### src/rtl/branch_predictor_pkg.sv
// Shared word size, counter encodings and a saturating statistics adder
// for the next-PC predictor.
package branch_predictor_pkg;

  localparam int WORD_SIZE = 16;

  localparam logic [1:0] CTR_SNT = 2'b00;
  localparam logic [1:0] CTR_WNT = 2'b01;
  localparam logic [1:0] CTR_WT  = 2'b10;
  localparam logic [1:0] CTR_ST  = 2'b11;

  typedef logic [WORD_SIZE-1:0] word_t;

  // Adds up to two events to a 16-bit statistic, sticking at all-ones.
  function automatic logic [15:0] sat_add16(input logic [15:0] a, input logic [1:0] b);
    logic [16:0] sum;
    sum = {1'b0, a} + {15'b0, b};
    return sum[16] ? 16'hFFFF : sum[15:0];
  endfunction

endpackage

### src/rtl/branch_predictor_if.sv
// Bundle between the fetch/decode/execute datapath (master) and the
// next-PC predictor (slave).
interface branch_predictor_if;
  import branch_predictor_pkg::*;

  word_t       pc_if;
  logic        pc_write;
  logic        freeze_ex;
  logic        is_jump_id;
  word_t       pc_id;
  word_t       pred_pc_id;
  word_t       target_id;
  logic        is_branch_ex;
  logic        taken_ex;
  word_t       pc_ex;
  word_t       pred_pc_ex;
  word_t       target_ex;
  word_t       next_pc;
  word_t       pred_pc;
  logic        jump_miss;
  logic        branch_miss;
  logic [15:0] num_branch;
  logic [15:0] num_miss;

  modport master (
    output pc_if, pc_write, freeze_ex, is_jump_id, pc_id, pred_pc_id, target_id,
           is_branch_ex, taken_ex, pc_ex, pred_pc_ex, target_ex,
    input  next_pc, pred_pc, jump_miss, branch_miss, num_branch, num_miss
  );

  modport slave (
    input  pc_if, pc_write, freeze_ex, is_jump_id, pc_id, pred_pc_id, target_id,
           is_branch_ex, taken_ex, pc_ex, pred_pc_ex, target_ex,
    output next_pc, pred_pc, jump_miss, branch_miss, num_branch, num_miss
  );

endinterface

### src/rtl/branch_predictor_sat_counter2.sv
// Two-bit saturating up/down counter holding one BTB entry's direction
// confidence; a load overrides counting when the entry is reallocated.
module sat_counter2
  import branch_predictor_pkg::*;
(
  input  logic       clk,
  input  logic       reset,
  input  logic       load,
  input  logic [1:0] load_val,
  input  logic       inc,
  input  logic       dec,
  output logic [1:0] ctr
);

  logic [1:0] ctr_reg;

  always_ff @(posedge clk or posedge reset) begin
    if (reset) begin
      ctr_reg <= CTR_WNT;
    end else if (load) begin
      ctr_reg <= load_val;
    end else if (inc && ctr_reg != CTR_ST) begin
      ctr_reg <= ctr_reg + 2'd1;
    end else if (dec && ctr_reg != CTR_SNT) begin
      ctr_reg <= ctr_reg - 2'd1;
    end
  end

  assign ctr = ctr_reg;

endmodule

### src/rtl/branch_predictor.sv
// Direct-mapped BTB next-PC predictor: combinational lookup for IF, jump
// resolution at ID, branch resolution at EX, training from both stages.
module branch_predictor
  import branch_predictor_pkg::*;
#(
  parameter int IDX_BITS   = 3,
  parameter bit PREDICTION = 1'b1
) (
  input logic               clk,
  input logic               reset,
  branch_predictor_if.slave bus
);

  localparam int ENTRIES  = 1 << IDX_BITS;
  localparam int TAG_BITS = WORD_SIZE - IDX_BITS;

  logic                valid_arr   [ENTRIES];
  logic                is_jump_arr [ENTRIES];
  logic [TAG_BITS-1:0] tag_arr     [ENTRIES];
  word_t               target_arr  [ENTRIES];
  logic [1:0]          ctr_arr     [ENTRIES];

  logic [IDX_BITS-1:0] idx_if, idx_id, idx_ex;
  logic [TAG_BITS-1:0] tag_if, tag_id, tag_ex;

  assign idx_if = bus.pc_if[IDX_BITS-1:0];
  assign idx_id = bus.pc_id[IDX_BITS-1:0];
  assign idx_ex = bus.pc_ex[IDX_BITS-1:0];
  assign tag_if = bus.pc_if[WORD_SIZE-1:IDX_BITS];
  assign tag_id = bus.pc_id[WORD_SIZE-1:IDX_BITS];
  assign tag_ex = bus.pc_ex[WORD_SIZE-1:IDX_BITS];

  logic  hit_if, take_if;
  word_t ex_correct;

  assign hit_if  = valid_arr[idx_if] && (tag_arr[idx_if] == tag_if);
  assign take_if = PREDICTION && hit_if && (is_jump_arr[idx_if] || ctr_arr[idx_if][1]);
  assign bus.pred_pc = take_if ? target_arr[idx_if] : bus.pc_if + word_t'(1);

  assign ex_correct      = bus.taken_ex ? bus.target_ex : bus.pc_ex + word_t'(1);
  assign bus.branch_miss = bus.is_branch_ex && (ex_correct != bus.pred_pc_ex);
  // The ID instruction is on the wrong path whenever EX redirects.
  assign bus.jump_miss   = bus.is_jump_id && (bus.target_id != bus.pred_pc_id) && !bus.branch_miss;

  assign bus.next_pc = bus.branch_miss ? ex_correct :
                       bus.jump_miss   ? bus.target_id : bus.pred_pc;

  logic       ex_train, id_train, id_write, ex_hit;
  logic [1:0] ex_load_val;

  assign ex_train    = bus.is_branch_ex && !bus.freeze_ex;
  assign id_train    = bus.is_jump_id && bus.pc_write && !bus.branch_miss;
  assign id_write    = id_train && !(ex_train && idx_ex == idx_id);
  // A jump entry at the branch's slot counts as a fresh allocation.
  assign ex_hit      = valid_arr[idx_ex] && (tag_arr[idx_ex] == tag_ex) && !is_jump_arr[idx_ex];
  assign ex_load_val = bus.taken_ex ? CTR_WT : CTR_WNT;

  generate
    for (genvar gi = 0; gi < ENTRIES; gi++) begin : gen_entry
      logic                ex_sel, id_sel;
      logic                valid_reg, is_jump_reg;
      logic [TAG_BITS-1:0] tag_reg;
      word_t               target_reg;

      assign ex_sel = ex_train && (idx_ex == IDX_BITS'(gi));
      assign id_sel = id_write && (idx_id == IDX_BITS'(gi));

      sat_counter2 u_ctr (
        .clk      (clk),
        .reset    (reset),
        .load     ((ex_sel && !ex_hit) || id_sel),
        .load_val (ex_sel ? ex_load_val : CTR_ST),
        .inc      (ex_sel && ex_hit && bus.taken_ex),
        .dec      (ex_sel && ex_hit && !bus.taken_ex),
        .ctr      (ctr_arr[gi])
      );

      always_ff @(posedge clk or posedge reset) begin
        if (reset) begin
          valid_reg <= 1'b0;
        end else if (ex_sel || id_sel) begin
          valid_reg <= 1'b1;
        end
      end

      // Payload needs no reset: it is ignored until valid is set.
      always_ff @(posedge clk) begin
        if (ex_sel) begin
          tag_reg     <= tag_ex;
          target_reg  <= bus.target_ex;
          is_jump_reg <= 1'b0;
        end else if (id_sel) begin
          tag_reg     <= tag_id;
          target_reg  <= bus.target_id;
          is_jump_reg <= 1'b1;
        end
      end

      assign valid_arr[gi]   = valid_reg;
      assign is_jump_arr[gi] = is_jump_reg;
      assign tag_arr[gi]     = tag_reg;
      assign target_arr[gi]  = target_reg;
    end
  endgenerate

  logic [15:0] num_branch_reg, num_miss_reg;
  logic [1:0]  ev_branch, ev_miss;

  assign ev_branch = {1'b0, ex_train} + {1'b0, id_train};
  assign ev_miss   = {1'b0, ex_train && bus.branch_miss} + {1'b0, id_train && bus.jump_miss};

  always_ff @(posedge clk or posedge reset) begin
    if (reset) begin
      num_branch_reg <= 16'd0;
      num_miss_reg   <= 16'd0;
    end else begin
      num_branch_reg <= sat_add16(num_branch_reg, ev_branch);
      num_miss_reg   <= sat_add16(num_miss_reg, ev_miss);
    end
  end

  assign bus.num_branch = num_branch_reg;
  assign bus.num_miss   = num_miss_reg;

endmodule
### src/flat_wrapper.sv
// flat-port wrapper written by rule: the top's interface ports become plain ports
module branch_predictor_flat import branch_predictor_pkg::*;
#(
  parameter int IDX_BITS   = 3,
  parameter bit PREDICTION = 1'b1
)
  (clk, reset, bus_pc_if, bus_pc_write, bus_freeze_ex, bus_is_jump_id, bus_pc_id, bus_pred_pc_id, bus_target_id, bus_is_branch_ex, bus_taken_ex, bus_pc_ex, bus_pred_pc_ex, bus_target_ex, bus_next_pc, bus_pred_pc, bus_jump_miss, bus_branch_miss, bus_num_branch, bus_num_miss);
  branch_predictor_if bus_i ();
  input logic clk;
  input logic reset;
  input wire logic [$bits(bus_i.pc_if)-1:0] bus_pc_if;
  input wire logic [$bits(bus_i.pc_write)-1:0] bus_pc_write;
  input wire logic [$bits(bus_i.freeze_ex)-1:0] bus_freeze_ex;
  input wire logic [$bits(bus_i.is_jump_id)-1:0] bus_is_jump_id;
  input wire logic [$bits(bus_i.pc_id)-1:0] bus_pc_id;
  input wire logic [$bits(bus_i.pred_pc_id)-1:0] bus_pred_pc_id;
  input wire logic [$bits(bus_i.target_id)-1:0] bus_target_id;
  input wire logic [$bits(bus_i.is_branch_ex)-1:0] bus_is_branch_ex;
  input wire logic [$bits(bus_i.taken_ex)-1:0] bus_taken_ex;
  input wire logic [$bits(bus_i.pc_ex)-1:0] bus_pc_ex;
  input wire logic [$bits(bus_i.pred_pc_ex)-1:0] bus_pred_pc_ex;
  input wire logic [$bits(bus_i.target_ex)-1:0] bus_target_ex;
  output wire logic [$bits(bus_i.next_pc)-1:0] bus_next_pc;
  output wire logic [$bits(bus_i.pred_pc)-1:0] bus_pred_pc;
  output wire logic [$bits(bus_i.jump_miss)-1:0] bus_jump_miss;
  output wire logic [$bits(bus_i.branch_miss)-1:0] bus_branch_miss;
  output wire logic [$bits(bus_i.num_branch)-1:0] bus_num_branch;
  output wire logic [$bits(bus_i.num_miss)-1:0] bus_num_miss;
  assign bus_i.pc_if = bus_pc_if;
  assign bus_i.pc_write = bus_pc_write;
  assign bus_i.freeze_ex = bus_freeze_ex;
  assign bus_i.is_jump_id = bus_is_jump_id;
  assign bus_i.pc_id = bus_pc_id;
  assign bus_i.pred_pc_id = bus_pred_pc_id;
  assign bus_i.target_id = bus_target_id;
  assign bus_i.is_branch_ex = bus_is_branch_ex;
  assign bus_i.taken_ex = bus_taken_ex;
  assign bus_i.pc_ex = bus_pc_ex;
  assign bus_i.pred_pc_ex = bus_pred_pc_ex;
  assign bus_i.target_ex = bus_target_ex;
  assign bus_next_pc = bus_i.next_pc;
  assign bus_pred_pc = bus_i.pred_pc;
  assign bus_jump_miss = bus_i.jump_miss;
  assign bus_branch_miss = bus_i.branch_miss;
  assign bus_num_branch = bus_i.num_branch;
  assign bus_num_miss = bus_i.num_miss;
  branch_predictor #(.IDX_BITS(IDX_BITS), .PREDICTION(PREDICTION)) u_core (.clk(clk), .reset(reset), .bus(bus_i));
endmodule
### config.mk
export PLATFORM = sky130hd
export DESIGN_NAME = branch_predictor_flat
export DESIGN_NICKNAME = d
export VERILOG_FILES = /design/src/rtl/branch_predictor_pkg.sv /design/src/rtl/branch_predictor_if.sv /design/src/rtl/branch_predictor_sat_counter2.sv /design/src/rtl/branch_predictor.sv /design/src/flat_wrapper.sv
export SDC_FILE = /design/constraint.sdc
export NUM_CORES = 1
export LEC_CHECK = 0
export BUFFER_PORTS_ARGS = -buffer_cell sky130_fd_sc_hd__buf_2
export CAP_MARGIN = 20
export CORE_ASPECT_RATIO = 1.75
export CORE_UTILIZATION = 60
export DETAILED_ROUTE_END_ITERATION = 8
export PLACE_DENSITY = 0.77
export SLEW_MARGIN = 10
export SYNTH_ARGS = -nofsm -noshare
export SYNTH_HDL_FRONTEND = slang
export SYNTH_SLANG_ARGS = --single-unit
### constraint.sdc
create_clock -name clk -period 4.6 [get_ports clk]
set_input_delay 0.46 -clock clk [delete_from_list [all_inputs] [get_ports clk]]
set_output_delay 0.46 -clock clk [all_outputs]
set_load 0.01 [all_outputs]
==> flow_summary.yaml <==
yosys:
  syn-instance-count: 1956
  yosys.area.top_type_share: 0.374
  ys_async_sr_fraction: 0.189
  synth-seq-area-share: 0.458
  ys_warn_count: 0
  ys_types: 73
  synth_top_area_cell: "edfxtp_1"
  synth.ff_latch_count: 296
  yosys-top-cells-area: "edfxtp_1, nand2_1, mux4_2"
  synth_nets: 2086
  synth_edf_count: 232
  synth_ff_type: "edfxtp_1"
  syn_area_um2: 18600
  syn_avg_cell_area_um2: 9.53
route:
  initialDrtViolationCount: 1971
  wirelength_mm: 67.8
  dr.pass1.iters: 6
  ant_nets: 0
  vias_per_cell: 6.68
  drcViolationCount: 0
  wl_per_cell_um: 27.0
  vias: 16700
setup_path:
  worstSetupEndpointType: "primary output"
  crit_fanout: 14
  cp-start-kind: "input port"
  cpMostUsedCell: "mux2i_1"
  crit_path_cell_trace: "buf_4 -> nor2b_2 -> a22oi_1 -> and3_1 -> o211ai_1 -> nor4_2 -> buf_4 -> nand2_2 -> mux2i_1 -> mux2i_1 -> mux2i_1 -> buf_2"
  crit_slowest_cell: "nor2b_2"
  crit_arrival_ns: 3.97
  path_class: "input port to primary output"
  max_stage_delay_ns: 0.66
  cp_data_required_time_ns: 4.14
final_layout:
  area_growth_pct: 13.0
  instances_no_fill: 2507
  num-nets-final: 2220
  drive_above_1_share: 0.215
  utilization: 0.688
  fin_area_um2: 21100
  largest_reg_flops: 128
die:
  die_x_um: 135
  start_util: 0.609
  core_um2: 30600
  num_rows: 85
  die_area_um2: 31800
  io_pins: 185
  die_y_um: 235
placement:
  dp_hpwl_mm: 46.8
  dp_slack_ns: -0.163
  numPortBuffers: 184
  dp_cells: 2452
  place_area_um2: 20200
  gp_congestion: 0.966
clock_tree:
  clock_sinks: 296
  cts_setup_buffers: 0
  clock_latency_ns: 0.58
  cts_buffers: 27
  hold_buffers: 0
  htree_levels: 1
  post_cts_resized: 0
  cts_buffer_depth: 3
  clkTransAtPathRegs_ns: 0.07
  cts_tree: "built"
  cts-root-buf: "clkbuf_16"
global_route:
  grt_overflow: 0
  grt_pass1_wl_mm: 99.6
  grt_pass1_vias: 16700
  grt_max_degree: 75
  grt_antenna_before_repair: 6
  track_usage: 0.434
power_and_ir_drop:
  finalPower_mw: 6.81
  peakVddDrop_mv: 0.310
  p_per_area_nw_per_um2: 323
  p_leak_nw: 8.87
sta:
  setup_viol: 0
  final.min_clock_period_ns: 4.43
  slew_headroom: 0.307
  hold-worst-slack_ns: 0.0947
  clock_skew_ns: 0.0233
  timing.final.ws_setup_ns: 0.174
  hold_viol_final: 0
  tightest_slew_ns: 1.04
  tns_ns: 0
  rsz0062_at_grt: "no"
  maxSlewViolCount: 0
  period_share: 0.962
  fmax_mhz: 226
worst_hold_path:
  hold_class: "input port to async pin"
run:
  drv_cap: 0
run_status:
  status: "finished, final reports clean"
cells in the final DEF, fill, tap and decap left out, drive strengths merged, types with 10 or more instances in the layout:
cell type and count:
or2 12, nor3 32, and3 26, a22oi 11
a21oi 50, inv 23, a31oi 15, xor2 37
mux2i 99, o21ai 107, mux4 67, nor2 64
dfrtp 48, buf 278, nand2 649, clkbuf 40
or3 10, edfxtp 232, nand2b 10, nand3 35
xnor2 56, clkinv 11, nor4 25, nand4 17
worst paths after layout:
| path | from | to | slack (ns) | cells past startpoint |
|---|---|---|---|---|
| min reg2reg | u_core.gen_entry[5].is_jump_reg | u_core.gen_entry[5].is_jump_reg | 0.47 | 2 |
| max | bus_pc_if[0] | bus_next_pc[8] | 0.17 | 12 |
| max reg2reg | u_core.gen_entry[3].tag_reg[4] | u_core.gen_entry[1].u_ctr.ctr[1] | 1.53 | 9 |
| min | reset | u_core.bus.num_branch[1] | 0.09 | 3 |
| max in group asynchronous | reset | u_core.gen_entry[5].u_ctr.ctr[1] | 4.02 | 3 |
| min in group clk | bus_pc_id[8] | u_core.gen_entry[4].tag_reg[5] | 0.26 | 3 |
critical path, delay by kind of cell:
kind | cells | cell delay, ns
AOI/OAI and AO/OA | 2 | 0.71
muxes | 3 | 0.88
buffers and inverters | 3 | 0.65
and+or+nand+nor | 4 | 1.24
final cells by class:
type,instances,area (µm²)
clock inverter,10,85.1
fill,2389,9560
clock buffer,40,805
inverter,25,93.8
sequential,296,8540
tap,391,489
multi-input combinational,1462,9380
timing repair buffer,278,1670
antenna,5,12.5
cell families after synthesis:
group                    count (synthesis)  share of synthesized area
multiplexers                           170                      0.137
adder cells (fa/ha/maj)                 11                    0.00819
AO/OA/AOI/OAI                          272                     0.0931
flip-flops                             296                      0.458
AND/OR/NAND/NOR                        916                      0.215
XOR/XNOR                                93                     0.0437
buffers and inverters                  198                     0.0456
synthesized netlist by cell type, drive strengths merged, types with 12 or more instances:
cell type,instances
clkbuf,110
xor2,37
mux2i,99
nor2,64
xnor2,56
nor3,32
nand4,17
a31oi,15
or2,12
buf,63
inv,21
o21ai,107
edfxtp,232
nand2,649
nor4,25
and3,26
mux4,67
a21oi,50
dfrtp,48
nand3,35
where the power goes:
part	total (mW)	internal [mW]	switching [mW]	leakage, nW
Sequential	3.21	3.07	0.147	2.84
Clock	2.32	1.27	1.05	0.445
Combinational	1.27	0.511	0.758	5.58
layer usage:
layer	part of all wire	vias up	GRT usage
li1	-	7175	-
met1	0.31	7959	0.471
met2	0.48	1223	0.707
met3	0.11	376	0.0978
met4	0.10	2	0.376
met5	0.00024	-	0
Power figures use the tool's default switching activity.
